**config.mk**
```make
export PLATFORM = sky130hd
export DESIGN_NAME = pdh_cmd_initiator
export DESIGN_NICKNAME = d
export VERILOG_FILES = /design/src/rtl/pdh_cmd_initiator.sv
export SDC_FILE = /design/constraint.sdc
export NUM_CORES = 1
export LEC_CHECK = 0
export CORE_UTILIZATION = 38
export DETAILED_ROUTE_END_ITERATION = 10
export PLACE_DENSITY_LB_ADDON = 0.15
export SETUP_SLACK_MARGIN = 0.4
export SYNTH_ARGS = -nofsm -noshare
export SYNTH_HDL_FRONTEND = slang
export SYNTH_SLANG_ARGS = --single-unit
```
**constraint.sdc**
```tcl
create_clock -name clk -period 1.96 [get_ports clk]
set_input_delay 0.294 -clock clk [delete_from_list [all_inputs] [get_ports clk]]
set_output_delay 0.294 -clock clk [all_outputs]
set_load 0.05 [all_outputs]
```
**src/rtl/pdh_cmd_initiator.sv**
```systemverilog
// Command initiator for the PDH GPIO link: sends cmd/data, raises the strobe,
// waits for the responder to echo the command and returns the callback word.
module pdh_cmd_initiator #(
   parameter int SETUP_CYCLES   = 2,
   parameter int RESP_DELAY     = 4,
   parameter int TIMEOUT_CYCLES = 64,
   parameter int RST_CYCLES     = 4
) (
   input  logic        clk,
   input  logic        rst_ni,
   input  logic        req_valid_i,
   output logic        req_ready_o,
   input  logic [3:0]  req_cmd_i,
   input  logic [25:0] req_data_i,
   input  logic        soft_rst_req_i,
   output logic [31:0] gpio_o,
   input  logic [31:0] gpio_i,
   output logic        resp_valid_o,
   input  logic        resp_ready_i,
   output logic [31:0] resp_data_o,
   output logic        resp_err_o,
   output logic        busy_o
);

   localparam int MAX_AB = (SETUP_CYCLES > RESP_DELAY) ? SETUP_CYCLES : RESP_DELAY;
   localparam int MAX_CD = (TIMEOUT_CYCLES > RST_CYCLES) ? TIMEOUT_CYCLES : RST_CYCLES;
   localparam int MAXC   = (MAX_AB > MAX_CD) ? MAX_AB : MAX_CD;
   localparam int CW     = $clog2(MAXC + 1);

   typedef enum logic [2:0] {
      IDLE   = 3'd0,
      SETUP  = 3'd1,
      STROBE = 3'd2,
      SAMPLE = 3'd3,
      RESP   = 3'd4,
      RRST   = 3'd5
   } state_t;

   state_t        state;
   logic [CW-1:0] cnt;
   logic          pend;
   logic [3:0]    cmd_q;
   logic          ready_q;

   // A soft-reset pulse in the same cycle wins over the request, so the
   // handshake is withdrawn combinationally for that cycle.
   assign req_ready_o = ready_q & ~soft_rst_req_i;
   assign busy_o      = (state != IDLE);

   always_ff @(posedge clk) begin
      if (!rst_ni) begin
         state        <= IDLE;
         cnt          <= '0;
         pend         <= 1'b0;
         cmd_q        <= 4'd0;
         ready_q      <= 1'b0;
         gpio_o       <= 32'd0;
         resp_valid_o <= 1'b0;
         resp_err_o   <= 1'b0;
         resp_data_o  <= 32'd0;
      end else begin
         pend    <= pend | soft_rst_req_i;
         ready_q <= 1'b0;
         case (state)
            IDLE: begin
               if (pend || soft_rst_req_i) begin
                  state  <= RRST;
                  pend   <= 1'b0;
                  cnt    <= CW'(RST_CYCLES - 1);
                  gpio_o <= 32'h8000_0000;
               end else if (req_valid_i && ready_q) begin
                  state  <= SETUP;
                  cmd_q  <= req_cmd_i;
                  cnt    <= CW'(SETUP_CYCLES - 1);
                  gpio_o <= {2'b00, req_cmd_i, req_data_i};
               end else begin
                  ready_q <= 1'b1;
               end
            end
            SETUP: begin
               if (cnt == '0) begin
                  state      <= STROBE;
                  cnt        <= CW'(RESP_DELAY - 1);
                  gpio_o[30] <= 1'b1;
               end else begin
                  cnt <= cnt - CW'(1);
               end
            end
            STROBE: begin
               if (cnt == '0) begin
                  state <= SAMPLE;
                  cnt   <= CW'(TIMEOUT_CYCLES - 1);
               end else begin
                  cnt <= cnt - CW'(1);
               end
            end
            SAMPLE: begin
               // The last sampling cycle captures whatever is on the bus as an error word.
               if (gpio_i[31:28] == cmd_q || cnt == '0) begin
                  state        <= RESP;
                  gpio_o[30]   <= 1'b0;
                  resp_valid_o <= 1'b1;
                  resp_data_o  <= gpio_i;
                  resp_err_o   <= (gpio_i[31:28] != cmd_q);
               end else begin
                  cnt <= cnt - CW'(1);
               end
            end
            RESP: begin
               if (resp_ready_i) begin
                  state        <= IDLE;
                  resp_valid_o <= 1'b0;
                  ready_q      <= ~(pend | soft_rst_req_i);
               end
            end
            RRST: begin
               if (cnt == '0) begin
                  state   <= IDLE;
                  gpio_o  <= 32'd0;
                  ready_q <= ~(pend | soft_rst_req_i);
               end else begin
                  cnt <= cnt - CW'(1);
               end
            end
            default: begin
               state <= IDLE;
            end
         endcase
      end
   end

endmodule

```
# Word-level counts from Yosys, hierarchy flattened
# Cells that the tools add are included.
[totals]
elab_cells = 81
ff_bits = 82
output_inout_bits = 68
inputBits = 67
[classes]
n_eq_ne = 15
addsub = 1
mux = 33
bitwise_logic = 5
reduce_logical = 17
[op_table]
columns = ["op", "n"]
rows = [
  ["32-bit 2-to-1 mux", 3],
  ["30-bit one-hot mux with 2 select lines", 1],
  ["7-bit 2-to-1 mux", 6],
  ["7-bit one-hot mux with 5 select lines", 1],
  ["3-bit 2-to-1 mux", 7],
  ["3-bit one-hot mux with 6 select lines", 1],
  ["2-bit inequality test, second input constant", 7],
  ["1-bit 2-to-1 mux", 10],
  ["3-bit AND reduction", 3],
  ["7-bit logical NOT", 1],
  ["7-bit by 1-bit subtractor with 7-bit output, second input constant", 1],
  ["3-bit by 2-bit == test with 1-bit output, second input constant", 2],
  ["3-bit == test, second input constant", 2],
  ["6-bit AND reduction", 1],
  ["5-bit AND reduction", 1],
  ["5-bit nonzero test", 1],
  ["4-bit == test", 1],
  ["4-bit inequality test", 1],
  ["1-bit one-hot mux with 2 select lines", 2],
  ["1-bit one-hot mux with 4 select lines", 1],
  ["4-bit AND reduction", 1],
  ["2-bit nonzero test", 2],
  ["4-bit nonzero test", 1],
  ["3-bit by 1-bit == test with 1-bit output, second input constant", 1],
  ["other kinds (10)", 13],
]

# Logic depth before layout (Yosys ltp)
# Gate-level depths: netlist of the first run.
[logic_depth]
depth_word = 4
depth_mapped = 9
mapped_depth_nobuf = 7

# Worst setup path before layout of the first run
# Ideal clock, no wire load.
[synth_path]
path_type = "reg-to-reg"
from = "register cnt[0]"
to = "register resp_data_o[10]"
setup_time_ns = 0.066
path_slack_ns = 0.207
path_stages_with_launch = 9
path_buffers = 1
required_ns = 1.894
synth_period_minus_slack_ns = 1.753
t_arrival_ns = 1.687
cell_sequence = "dfxtp_1 -> inv_1 -> ha_1 -> nor4b_4 -> and2_4 -> o21ai_2 -> clkbuf_1 -> nand2_1 -> a21boi_2"
[synth_via]
elab_chain_len = 3
[synth_lines]
columns = ["item", "line_no", "source"]
rows = [
  ["start, declared", "40", "logic [CW-1:0] cnt;"],
  ["start signal, assigned", "69", "cnt <= CW'(RST_CYCLES - 1);"],
  ["start signal, assigned", "74", "cnt <= CW'(SETUP_CYCLES - 1);"],
  ["start signal, assigned", "83", "cnt <= CW'(RESP_DELAY - 1);"],
  ["7-bit logical NOT", "99", "if (gpio_i[31:28] == cmd_q || cnt == '0) begin"],
  ["1-bit logical OR", "99", ""],
  ["2-bit AND reduction (no source line)", "-", ""],
  ["end signal, assigned", "103", "resp_data_o <= gpio_i;"],
  ["end, declared", "20", "output logic [31:0] resp_data_o,"],
]
# Every way passes these cells.
# A chain may end at the register's enable or synchronous reset.

# Worst setup path in the final report of the first run
[layout_path]
from = "register cnt[0]"
to = "register gpio_o[5]"
[layout_via]
elab_chain_len = 3
[layout_lines]
columns = ["item", "line_no", "source"]
rows = [
  ["7-bit logical NOT", "117", "if (cnt == '0) begin"],
  ["2-bit inequality test (no source line)", "-", ""],
  ["3-bit AND reduction (no source line)", "-", ""],
  ["end signal, assigned", "75", "gpio_o <= {2'b00, req_cmd_i, req_data_i};"],
  ["end, declared", "16", "output logic [31:0] gpio_o,"],
]
# Every way passes these cells.

==> summary.txt, run 1 <==
Timing
  – Period Utilization, post-route: 96.12%
  – RSZ-0062 raised after global routing: true
  – Final Slew Violations: 0
  – Setup violators final: 0
  – Relative slew slack: between 60% and 70%
  – Final min period: ~1.9 ns
  – Worst slew pin tran: approximately 0.54 ns
  – Fmax: between 500 and 600 MHz
  – Setup Skew: approximately 0.012 ns
  – Fin. Hold Viols: 0

Yosys
  – Synth area leader: dfxtp_1
  – Post-synth top area share: a little under half
  – Mean area per synthesized cell: between 8 and 9 µm²
  – Synthesized net count: about 480
  – Yosys reg bits: 82
  – Post-synthesis cell type count: slightly above 50
  – Post-Synthesis Cells: about 420
  – Seq/Total Area, Yosys: ~46%
  – Synth area leaders: dfxtp_1 (46%), nand2_1 (11%), a21boi_2 (9.4%)
  – Top_reg_cell synth: dfxtp_1
  – Post-synthesis async set-or-reset flop share: 0%
  – Post-synth EDFFs: 0
  – Post-Syn Area: roughly 3600 µm²
  – Synth warnings: 0

Final layout
  – Fin cells: 723
  – Ant diodes: 0
  – Post-layout instance area: about 6500 µm²
  – Highest-count cells in the layout ignoring fill and taps: dfxtp_1 (77), clkdlybuf4s50_1 (65), nand2_1 (64)
  – Layout cell share with drive strength beyond 1: a little over two fifths
  – Final core utilization: 70.88%
  – # nets final: 676
  – Area delta synth->final: 81.15%
  – Most common library cell in the layout ignoring fill and taps: dfxtp_1

Placed design
  – DP Area: about 5500 µm²
  – I/O Buffers: roughly 130
  – Cells after DPL: approximately 660
  – Routability cong.: between 0.8 and 0.9
  – DP Wirelength: ~6700 µm

Clocking
  – Clock Sinks: about 80
  – Max Buffers Root-to-Sink: 2
  – CTS tree: done
  – TritonCTS Buffers: 9
  – Reg clk slew, reported paths: roughly 0.090 ns
  – CTS H-tree depth: 3
  – Worst-Skew Late Latency: between 0.3 and 0.4 ns
  – Clk root buf: clkbuf_8

Worst setup path
  – Critical path type: flip-flop to flip-flop
  – Setup crit end kind: flip-flop
  – WP data required: between 2 and 2.5 ns
  – Crit path DAT: between 2 and 2.5 ns
  – Startpoint types: flip-flop
  – Crit-path max FO: 9

Power and ir drop
  – Sw Pwr: roughly 3.7 mW
  – Total power: just under 9 mW
  – Int Pwr: 4.974 mW
  – LEAKAGE: roughly 2.6 nW
  – Logic pwr share: approximately three fifths
  – Clock Power Share: 13.1%
  – PD cells: between 1000 and 1500 nW/µm²
  – Sw Ratio: a little over two fifths
  – VDD IR max: 747.2 µV
  – Seq pwr share: between 20% and 30%

Global route
  – Vias in the first global route: around 3700
  – Total gr overflow: 0
  – Global-route wire length before repair: between 15000 and 20000 µm
  – Largest net degree at the start of global routing: 63
  – Initial antenna violation count: 0
  – Total GRT Usage: 22.96%

Routing
  – Via Count: roughly 3800
  – 1st-pass router iterations: 4
  – Vias per inst: between 5 and 6
  – Iteration-0 DRC Markers: approximately 190
  – Final WL: about 12000 µm
  – Wire per inst: around 16 µm
  – Detail Route Antenna Nets: 0
  – DRC violations left: 0

Floorplan
  – I/O pins: ~140
  – Starting Density: between 30% and 40%
  – Die W: between 90 and 100 µm
  – CORE AREA: between 9000 and 10000 µm²
  – Die ar.: a little under 10000 µm²
  – Die Span Y: between 90 and 100 µm
  – Row count: 35

Run
  – Max_cap viols: 0

Hold path
  – HP Class: flip-flop to flip-flop

Run status
  – Outcome: finished clean
## worst paths after layout
kind | startpoint | slack (ns) | endpoint | cells after the start
worst min-delay path | resp_data_o[10] | 0.45 | resp_data_o[10] | 2
worst max-delay path | cnt[0] | 0.08 | gpio_o[5] | 9
worst max register to register | cnt[0] | 0.08 | gpio_o[5] | 9
worst min register to register | resp_data_o[10] | 0.45 | resp_data_o[10] | 2
## synthesized netlist by cell type (all sizes together), types with 2 or more instances
master and instances:
nand2 108, dfxtp 82, o21ai 38, a21boi 34, nand3 32, buf 15, clkbuf 14, a21oi 12
nor2 9, nor2b 7, nor3 7, inv 6, mux2i 5, o211a 5, o211ai 4, xnor2 4
and2 3, nand4 3, o31ai 3, o32ai 3, a21o 2, a31oi 2, o221a 2
## cell families after synthesis
logic type | synth area share, %
mux | 1.391
flops | 45.62
fa+ha+maj | 0.3476
simple gates | 22.29
compound gates | 24.62
xor+xnor | 0.9735
buf+inv | 4.763
## per-stage QoR
step                setup TNS [ns]  setup WS [ns]  hold WS [ns]
global placement           -0.8665       -0.05491        0.4407
detailed placement          -1.715       -0.07738        0.4472
CTS                              0         0.1310        0.4593
global route                     0       0.003851        0.4729
floorplan                        0         0.2273        0.4266
finish                           0        0.07595        0.4532
## power groups by stage
| stage | sequential, mW | clock [mW] | combinational [mW] |
|---|---|---|---|
| 6_report | 2.20 | 1.14 | 5.36 |
| 3_5_place_dp | 2.19 | 0 | 3.70 |
| 2_1_floorplan | 2.76 | 0 | 2.02 |
| 3_3_place_gp | 2.18 | 0 | 3.66 |
| 5_1_grt | 2.23 | 1.24 | 5.67 |
| 4_1_cts | 2.15 | 1.15 | 4.61 |
## cell type report
type                       instances  area (µm²)
tap                              111       138.9
clock buffer                      11       141.4
clock inverter                     4       26.28
sequential                        82        1653
multi-input combinational        299        2231
fill                             675        2678
inverter                           6       22.52
timing repair buffer             210        2306
## critical path: stages, from the launching register on
cell and delay, ns:
dfxtp_2 0.34, inv_2 0.09, ha_4 0.14, nor4b_4 0.22
buf_4 0.18, nand4_1 0.14, a21o_4 0.35, clkbuf_16 0.20
nand3_2 0.06, o21ai_1 0.06
## state kept, by name (all words and copies together), names as in the netlist
name and count:
cnt 7, pend 1, ready_q 1, gpio_o 32, state 3, resp_valid_o 1, resp_err_o 1, cmd_q 4
resp_data_o 32
## repair_timing
action	4_1_cts	5_1_grt
hold buffers	0	0
resized for setup	129	100
pin swaps	16	16
setup buffers	22	14
gates cloned	9	6
setup endpoints to repair	147	131
## per-layer routing
metal  global-route usage, %  up-vias  wire length [µm]
li1                        -     1827                 -
met1                   27.93     1805              4888
met2                   39.96      144              5923
met3                   6.184       12               867
met4                   6.222        0               132
met5                       0        -                 0
(Power assumes the default switching activity.)
==> run 2, diff against run 1 <==
--- a/config.mk
+++ b/config.mk
@@ -5,6 +5,7 @@
 export SDC_FILE = /design/constraint.sdc
 export NUM_CORES = 1
 export LEC_CHECK = 0
+export CORE_MARGIN = 2
 export CORE_UTILIZATION = 38
 export DETAILED_ROUTE_END_ITERATION = 10
 export PLACE_DENSITY_LB_ADDON = 0.15
==> run 2 against run 1 <==
Against the previous run: register-to-register slack improved by 0.08 ns; largest power group unchanged; maximum frequency increased by 4.3%; critical endpoint is now resp_data_o[27]; sequential cell count is the same; sequential share of layout area grew 1.9 points; combinational power decreased by 13%; clock skew grew 0.0065 ns; non-clock buffer count fell by 25.
==> summary.txt, run 2 (same netlist as run 1, synthesis figures left out) <==
Timing
  – RSZ-0062 raised after global routing: true
  – Setup violators final: 0
  – Total Neg Setup Slack: 0 ns
  – Fmax: roughly 550 MHz
  – Final min period: ~1.8 ns
  – Worst slew pin tran: 0.5251 ns
  – Setup Skew: ~0.018 ns
  – Fin. Hold Viols: 0
  – Final Slew Violations: 0
  – Relative slew slack: about 65%
  – Period Utilization, post-route: around 92%

Routing
  – Detail Route Antenna Nets: 0
  – 1st-pass router iterations: 4
  – Vias per inst: around 5.1
  – Final WL: roughly 11000 µm
  – DRC violations left: 0
  – DRT met1 WL: roughly 4300 µm
  – Wire per inst: about 15 µm
  – Routed met2 length: approximately 5500 µm
  – Via Count: 3594
  – Iteration-0 DRC Markers: 106
  – WL met3: roughly 800 µm
  – Top Metal Used: met4

Clocking
  – # hold bufs at CTS: 0
  – CTS tree: done
  – Clk root buf: clkbuf_8
  – Worst-Skew Late Latency: about 0.37 ns
  – Reg clk slew, reported paths: ~0.09 ns
  – TritonCTS Buffers: 9
  – CTS H-tree depth: 3
  – Clock Sinks: 82
  – Max Buffers Root-to-Sink: 2

Global route
  – Total gr overflow: 0
  – Initial antenna violation count: 0
  – Largest net degree at the start of global routing: 57
  – Total GRT Usage: a little over a fifth
  – Vias in the first global route: roughly 3500
  – Global-route wire length before repair: 17370 µm

Worst setup path
  – Critical path's slowest cell: dfxtp_2
  – Reg2reg start: cnt[0]
  – Crit path DAT: between 2 and 2.5 ns
  – Setup crit end kind: flip-flop
  – Critical path type: flip-flop to flip-flop
  – Startpoint types: flip-flop
  – Critical path's most frequent cell: buf_4
  – Worst Setup SP: cnt[0]
  – WP data required: about 2.3 ns
  – Worst path max stage delay: roughly 0.33 ns
  – Crit-path max FO: 7
  – CP Cell Sequence: inv_2 -> ha_4 -> nor4b_4 -> buf_4 -> nand2_4 -> a21oi_4 -> buf_4 -> bufbuf_16 -> nand2_2 -> a21boi_2

Final layout
  – # fillers: 778
  – Ant diodes: 0
  – Largest regs: gpio_o (32), resp_data_o (32), cnt (7)
  – Layout cell share with drive strength beyond 1: 39.80%
  – # nets final: around 650
  – Most common library cell in the layout ignoring fill and taps: dfxtp_1
  – Final core utilization: between 60% and 70%
  – Area delta synth->final: 67.98%
  – Fin cells: around 700
  – Highest-count cells in the layout ignoring fill and taps: dfxtp_1 (77), nand2_1 (67), clkdlybuf4s50_1 (65)

Power and ir drop
  – Int Pwr: about 4.5 mW
  – Total power: approximately 8.0 mW
  – VDD IR max: between 600 and 700 µV
  – LEAKAGE: around 2.3 nW
  – Logic pwr share: around three fifths
  – Sw Ratio: a little over two fifths
  – PD cells: 1328 nW/µm²
  – Sw Pwr: about 3.5 mW
  – Seq pwr share: around 28%
  – Clock Power Share: roughly 14%

Floorplan
  – Row count: 35
  – CORE AREA: approximately 9200 µm²
  – I/O pins: 135
  – Starting Density: 39.13%
  – Die W: ~100 µm
  – Die ar.: between 10000 and 15000 µm²
  – Die Span Y: around 100 µm

Hold path
  – HP Class: input port to flip-flop
  – Hold_sp: rst_ni

Run
  – Max_cap viols: 0

Placed design
  – Cells after DPL: roughly 660
  – Routability cong.: about 0.88
  – DP Wirelength: 6994 µm
  – I/O Buffers: around 130

Run status
  – Outcome: finished clean
-- run 2: cell types whose count changed in the layout (fill, tap and decap cells not counted), moves of 3 or more --
cell	before	now
buf_12	16	10
buf_4	35	29
buf_6	10	6
buf_8	3	0
clkbuf_16	6	2
clkbuf_2	22	29
clkdlybuf4s15_1	29	22
nand2_1	64	67
-- run 2: what timing repair did --
item                       4_1_cts  5_1_grt
pin swaps                       19       29
setup buffers                   15        3
resized for setup              106      102
setup endpoints to repair      147      131
cloned                           7        2
-- run 2: path summary, 6_finish.rpt --
path | depth (start not counted) | end | slack [ns]
max | 10 | resp_data_o[27] | 0.15
min | 2 | resp_data_o[1] | 0.37
max reg2reg | 10 | resp_data_o[27] | 0.15
min reg2reg | 2 | gpio_o[17] | 0.46
-- run 2: routing by layer --
metal / vias up / track usage, %
met1: 1688 / 25.26
met3: 15 / 5.728
li1: 1772 / -
met2: 119 / 37.24
met5: - / 0
met4: 0 / 6.549
-- run 2: metrics by stage --
step | area (µm²) | hold slack, ns | worst slack (ns)
after floorplan | 3875 | 0.4266 | 0.2273
after global routing | 6045 | 0.3890 | 0.07845
final | 6045 | 0.3692 | 0.1537
after CTS | 5964 | 0.3782 | 0.1882
after global placement | 5455 | 0.4402 | -0.04678
after detailed placement | 5455 | 0.4481 | -0.07842
-- run 2: cell type report --
type                       count  area, µm²  area share [%]
clock inverter                 6      48.80          0.8073
inverter                       6      22.52          0.3726
sequential                    82       1648           27.26
timing repair buffer         185       1858           30.74
tap                          111      138.9           2.298
clock buffer                  10      127.6           2.111
multi-input combinational    299       2201           36.41
-- run 2: critical path, delay by kind of cell, from the launching register on --
kind | cells | cell delay, ns
adder cells (fa/ha/maj) | 1 | 0.14
flip-flops | 1 | 0.33
AO/OA/AOI/OAI | 2 | 0.27
AND/OR/NAND/NOR | 3 | 0.34
buffers and inverters | 4 | 0.66
-- run 2: power by group through the flow --
stage	combinational [mW]	sequential, mW	clock, mW
after CTS	4.53	2.19	1.17
after floorplan	2.02	2.76	0
final	4.66	2.22	1.15
after detailed placement	3.70	2.22	0
after global routing	4.96	2.26	1.23
after global placement	3.64	2.21	0
